### src/rtl/skin_ellipse_classifier.sv
// skin_ellipse_classifier
//   Classifies each transformed chroma pair (Cb', Cr') as skin / non-skin with a
//   rotated-ellipse boundary model. It is a 4-stage streaming pipeline with no
//   backpressure, and it keeps a per-frame skin-pixel count.
//
//   Optional feature: define SKIN_LUMA_GATE_EN to pipeline y_in and force
//   skin=0 outside [Y_MIN, Y_MAX]. The latency does not change.
//
// Ports
//   clk          : clock, all logic on posedge
//   rst_n        : synchronous active-low reset
//   in_valid     : pixel qualifier
//   in_sof       : first pixel of frame (qualified by in_valid)
//   in_eof       : last pixel of frame (qualified by in_valid)
//   cb_t, cr_t   : transformed Cb' / Cr'
//   y_in         : aligned luma (luma-gate build only)
//   out_valid    : result qualifier, 4 cycles after input
//   out_skin     : 1 = pixel inside ellipse (0 when out_valid=0)
//   out_sof      : delayed in_sof
//   out_eof      : delayed in_eof
//   frame_count  : skin pixels in last completed frame
//   frame_done   : one-cycle pulse when frame_count updates
module skin_ellipse_classifier #(
  parameter int          CX     = 109,
  parameter int          CY     = 152,
  parameter int          COS_Q8 = -210,
  parameter int          SIN_Q8 = 147,
  parameter int          ECX    = 2,
  parameter int          ECY    = 2,
  parameter int unsigned A2     = 645,
  parameter int unsigned B2     = 197,
  parameter int unsigned CNT_W  = 20
`ifdef SKIN_LUMA_GATE_EN
  ,
  parameter int unsigned Y_MIN  = 16,
  parameter int unsigned Y_MAX  = 235
`endif
) (
  input  logic             clk,
  input  logic             rst_n,
  input  logic             in_valid,
  input  logic             in_sof,
  input  logic             in_eof,
  input  logic [7:0]       cb_t,
  input  logic [7:0]       cr_t,
  input  logic [7:0]       y_in,
  output logic             out_valid,
  output logic             out_skin,
  output logic             out_sof,
  output logic             out_eof,
  output logic [CNT_W-1:0] frame_count,
  output logic             frame_done
);

  localparam int unsigned DW = 10;  // centred chroma
  localparam int unsigned PW = 20;  // rotation products
  localparam int unsigned RW = 12;  // rotated coordinates
  localparam int unsigned SW = 24;  // squared offsets
  localparam int unsigned LW = 40;  // ellipse compare

  localparam logic signed [DW-1:0] CX_S  = DW'(CX);
  localparam logic signed [DW-1:0] CY_S  = DW'(CY);
  localparam logic signed [PW-1:0] COS_S = PW'(COS_Q8);
  localparam logic signed [PW-1:0] SIN_S = PW'(SIN_Q8);
  localparam logic signed [RW-1:0] ECX_S = RW'(ECX);
  localparam logic signed [RW-1:0] ECY_S = RW'(ECY);
  localparam logic [LW-1:0]        A2_L  = LW'(A2);
  localparam logic [LW-1:0]        B2_L  = LW'(B2);
  localparam logic [LW-1:0]        LIM_L = A2_L * B2_L;
  localparam logic [CNT_W-1:0]     CNT_MAX = '1;

  // Control flags (reset) per stage
  logic s1_valid, s1_sof, s1_eof;
  logic s2_valid, s2_sof, s2_eof;
  logic s3_valid, s3_sof, s3_eof;

  // Datapath registers (no reset)
  logic signed [DW-1:0] s1_dcb, s1_dcr;
  logic signed [RW-1:0] s2_x, s2_y;
  logic [SW-1:0]        s3_sx, s3_sy;

  logic signed [PW-1:0] dcb_e, dcr_e, x_full, y_full;
  logic signed [RW-1:0] s2_x_c, s2_y_c, dx, dy;
  logic signed [SW-1:0] dx_e, dy_e;
  logic [SW-1:0]        s3_sx_c, s3_sy_c;
  logic [LW-1:0]        lhs;
  logic                 skin_c;

  logic [CNT_W-1:0]     acc, acc_add, acc_next;

`ifdef SKIN_LUMA_GATE_EN
  logic [7:0] s1_luma, s2_luma, s3_luma;
`else
  logic unused_y;
  assign unused_y = ^y_in;
`endif

  // Pipeline qualifiers; sof/eof are only carried with a valid pixel
  always_ff @(posedge clk) begin
    if (!rst_n) begin
      s1_valid <= 1'b0; s1_sof <= 1'b0; s1_eof <= 1'b0;
      s2_valid <= 1'b0; s2_sof <= 1'b0; s2_eof <= 1'b0;
      s3_valid <= 1'b0; s3_sof <= 1'b0; s3_eof <= 1'b0;
      out_valid <= 1'b0; out_skin <= 1'b0; out_sof <= 1'b0; out_eof <= 1'b0;
    end else begin
      s1_valid  <= in_valid;
      s1_sof    <= in_valid & in_sof;
      s1_eof    <= in_valid & in_eof;
      s2_valid  <= s1_valid; s2_sof <= s1_sof; s2_eof <= s1_eof;
      s3_valid  <= s2_valid; s3_sof <= s2_sof; s3_eof <= s2_eof;
      out_valid <= s3_valid;
      out_skin  <= s3_valid & skin_c;
      out_sof   <= s3_sof;
      out_eof   <= s3_eof;
    end
  end

  // S2: rotate the centred chroma and floor-shift back from Q8
  always_comb begin
    dcb_e  = {{(PW-DW){s1_dcb[DW-1]}}, s1_dcb};
    dcr_e  = {{(PW-DW){s1_dcr[DW-1]}}, s1_dcr};
    x_full = COS_S * dcb_e + SIN_S * dcr_e;
    y_full = COS_S * dcr_e - SIN_S * dcb_e;
    s2_x_c = RW'(x_full >>> 8);
    s2_y_c = RW'(y_full >>> 8);
  end

  // S3: offset into the ellipse frame and square
  always_comb begin
    dx      = s2_x - ECX_S;
    dy      = s2_y - ECY_S;
    dx_e    = {{(SW-RW){dx[RW-1]}}, dx};
    dy_e    = {{(SW-RW){dy[RW-1]}}, dy};
    s3_sx_c = dx_e * dx_e;
    s3_sy_c = dy_e * dy_e;
  end

  // S4: ellipse test sx/a^2 + sy/b^2 <= 1, cross-multiplied into 40 bits
  always_comb begin
    lhs    = LW'(s3_sx) * B2_L + LW'(s3_sy) * A2_L;
    skin_c = (lhs <= LIM_L);
`ifdef SKIN_LUMA_GATE_EN
    skin_c = skin_c & (s3_luma >= 8'(Y_MIN)) & (s3_luma <= 8'(Y_MAX));
`endif
  end

  always_ff @(posedge clk) begin
    s1_dcb <= $signed({2'b00, cb_t}) - CX_S;
    s1_dcr <= $signed({2'b00, cr_t}) - CY_S;
    s2_x   <= s2_x_c;
    s2_y   <= s2_y_c;
    s3_sx  <= s3_sx_c;
    s3_sy  <= s3_sy_c;
`ifdef SKIN_LUMA_GATE_EN
    s1_luma <= y_in;
    s2_luma <= s1_luma;
    s3_luma <= s2_luma;
`endif
  end

  // Next accumulator value: sof restarts, otherwise saturating increment
  always_comb begin
    acc_add = acc;
    if (out_skin && (acc != CNT_MAX)) begin
      acc_add = acc + CNT_W'(1);
    end
    acc_next = out_sof ? CNT_W'(out_skin) : acc_add;
  end

  // Frame accumulator, updated as each valid result leaves S4
  always_ff @(posedge clk) begin
    if (!rst_n) begin
      acc         <= '0;
      frame_count <= '0;
      frame_done  <= 1'b0;
    end else begin
      frame_done <= 1'b0;
      if (out_valid) begin
        acc <= acc_next;
        if (out_eof) begin
          frame_count <= acc_next;
          frame_done  <= 1'b1;
        end
      end
    end
  end

endmodule

### config.mk
export PLATFORM = sky130hd
export DESIGN_NAME = skin_ellipse_classifier
export DESIGN_NICKNAME = d
export VERILOG_FILES = /design/src/rtl/skin_ellipse_classifier.sv
export SDC_FILE = /design/constraint.sdc
export NUM_CORES = 2
export LEC_CHECK = 0
export ABC_AREA = 1
export BUFFER_PORTS_ARGS = -buffer_cell sky130_fd_sc_hd__clkbuf_2
export CORE_UTILIZATION = 57
export DETAILED_ROUTE_END_ITERATION = 10
export PLACE_DENSITY_LB_ADDON = 0.2
export REMOVE_ABC_BUFFERS = 1
export SETUP_SLACK_MARGIN = 0.1
export SLEW_MARGIN = 40
export SYNTH_ARGS = -nofsm -noshare
export SYNTH_HDL_FRONTEND = slang
export SYNTH_SLANG_ARGS = --single-unit
### constraint.sdc
create_clock -name clk -period 7.4 [get_ports clk]
set_clock_uncertainty 0.2 [all_clocks]
set_input_delay 0.37 -clock clk [delete_from_list [all_inputs] [get_ports clk]]
set_output_delay 0.37 -clock clk [all_outputs]
set_load 0.01 [all_outputs]
==> results_dict.tcl <==
set metrics [dict create \
    grt_first_pass_wirelength_um 104000 \
    fin_tns_setup_ps 0 \
    io_pins 54 \
    clock_path_buffers 2 \
    required_ps 7540 \
    grt_overflow 0 \
    hold_violations 0 \
    yosysTopAreaCell "fa_1" \
    synth_top_family_by_area "adder cells" \
    worst_slack_ps 698 \
    vias_per_cell 5.10 \
    worstSetupPathType "flip-flop to flip-flop" \
    io_buffers 45 \
    synthSimpleGateAreaFrac 0.126 \
    synth-seq-area-share 0.0993 \
    endpoint "s3_sx[21]" \
    setup_violations 0 \
    place_hpwl_um 52600 \
    drc 0 \
    layout-drive-gt1-share 0.0404 \
    drt_first_pass_iters 5 \
    synthTopCellsByArea "fa_1, ha_1, inv_1" \
    ys.flop_type "dfxtp_1" \
    root_buffer "clkbuf_16" \
    post_synth_mux_area_share 0 \
    nets 4393 \
    gp_congestion 0.923 \
    fillers 4286 \
    grt_pass1_vias 22367 \
    fmax_mhz 149 \
    synth_async_sr_flop_share 0 \
    startpoint "s2_x[1]" \
    holdPathStages 4 \
    ys_warn_count 0 \
    wirelength_um 60300 \
    clock-sinks 140 \
    worstRegToRegCells 25 \
    synth.top_cell.area_share 0.325 \
    slowest_stage "fa_1" \
    yosys-top-cells-count "inv_1, ha_1, fa_1, nand2_1, nor2_1" \
    arrival_ps 6840 \
    synth_seq_cells 140 \
    num_rows 81 \
    ys_types 50 \
    syn-instance-count 3331 \
    rsz0062_at_grt "no" \
    cts_tree "built" \
    slowest_delay_ps 580 \
    status "completed" \
    clk_pin_slew_worst_paths_ps 70 \
    core_sq_um 48800 \
    initial_core_util 0.578 \
    period_share 0.906 \
    synth_edf_count 0 \
    cp-start-kind "flip-flop" \
    vias 20802 \
    cts_resized 0 \
    synth.avg_cell_area_sq_um 8.47 \
    clk_latency_ps 460 \
    cts_buffers 17 \
    die_height_um 224 \
    grt_antenna_before_repair 0 \
    hold_path_class "primary input to flip-flop" \
    worst_pin_slew_ps 780 \
    routedWlPerCell_um 14.8 \
    diodes 0 \
    area_growth_syn_to_layout_pct 6.63 \
    yosysMostFrequentCell "inv_1" \
    fin_crit_ps 6700 \
    synth_compound_area_frac 0.0618 \
    dieArea_sq_um 50400 \
    preCtsSetupSlack_ps 643 \
    h-tree-depth 4 \
    grt_max_degree 50 \
    critPathMaxFanout 11 \
    die_width_um 224 \
    synthesis.area_sq_um 28200 \
    synthAdderAreaFrac 0.548 \
    rrSetupSlack_ps 700 \
    grt_usage 0.256 \
    drtIter0Drc 1056 \
    drtAntennaViolNets 0 \
    final_max_slew_viol_count 0 \
    cap_violations 0 \
    worstReg2RegEnd "s3_sx[21]" \
    slew_headroom 0.478 \
    post_cts_buffers 0 \
    synth_xor_area_frac 0.0385 \
    r2r_start "s2_x[1]" \
    cts_hold_buf 22 \
    endpoint_kind "flip-flop" \
]
-- placed cells by master, fill, tap and decap left out, types with 22 or more instances in the layout --
master,instances
nand2_1,394
nor2_1,249
fa_1,458
nor3_1,28
nand3_1,102
dlygate4sd3_1,22
xor2_1,80
ha_1,503
clkbuf_2,44
a21oi_1,157
o21ai_0,99
inv_1,907
xnor2_1,42
dfxtp_1,140
-- per-layer routing --
metal / up-vias / share of wire / global-route usage
li1: 10274 / - / -
met1: 10099 / 0.43 / 0.315
met2: 339 / 0.52 / 0.471
met3: 90 / 0.026 / 0.0266
met4: 0 / 0.024 / 0.0748
met5: - / 0 / 0
-- worst min path at each step --
| stage | from | to | slack [ps] |
|---|---|---|---|
| finish | cb_t[1] | s1_dcb[1] | 30 |
| detailed placement | s3_sof | out_sof | 200 |
| global route | cb_t[1] | s1_dcb[1] | 50 |
| CTS | cb_t[1] | s1_dcb[1] | 10 |
| global placement | s3_sof | out_sof | 200 |
| floorplan | s2_x[0] | s3_sx[0] | 160 |
-- registers in the layout, summed over array words and instances, names as in the netlist, 9 cells and up --
signal,count
acc,20
s3_sy,23
s1_dcr,9
frame_count,20
s2_x,11
s2_y,11
s3_sx,23
s1_dcb,9
-- cells by family (layout without fill, tap and decap cells) --
kind of cell / Yosys count / in the layout
buffers and inverters: 945 / 1027
AOI/OAI and AO/OA: 319 / 319
other: 2 / 5
DFF: 140 / 140
and+or+nand+nor: 841 / 841
adders and majority gates: 961 / 961
xor gates and xnor gates: 123 / 123
-- critical path: cells and delay by family (launching register included) --
kind | cells | cell delay (ps)
flops | 1 | 320
xor+xnor | 1 | 180
compound gates | 2 | 700
buf+inv | 6 | 480
fa+ha+maj | 7 | 3160
simple gates | 9 | 1550
-- cell type report --
class | instances | area, sq um | area share
Clock buffer | 17 | 425 | 0.0141
Multi-Input combinational cell | 2249 | 21900 | 0.727
Sequential cell | 140 | 2800 | 0.0932
Inverter | 913 | 3430 | 0.114
Clock inverter | 15 | 175 | 0.00582
Timing Repair Buffer | 82 | 558 | 0.0186
Tap cell | 664 | 831 | 0.0276
-- metrics by stage --
step	util	instances	hold slack, ps	area (sq um)
2_1_floorplan	-	3302	164	28100
3_3_place_gp	0.599	4026	200	29300
3_5_place_dp	0.599	4026	205	29300
4_1_cts	0.616	4080	11.6	30100
5_1_grt	0.616	4080	46.4	30100
6_report	0.616	4080	26.9	30100
Power is left out: the tool's default activity adds up to more than one toggle a clock period on the data nets, which glitch-free logic cannot reach.
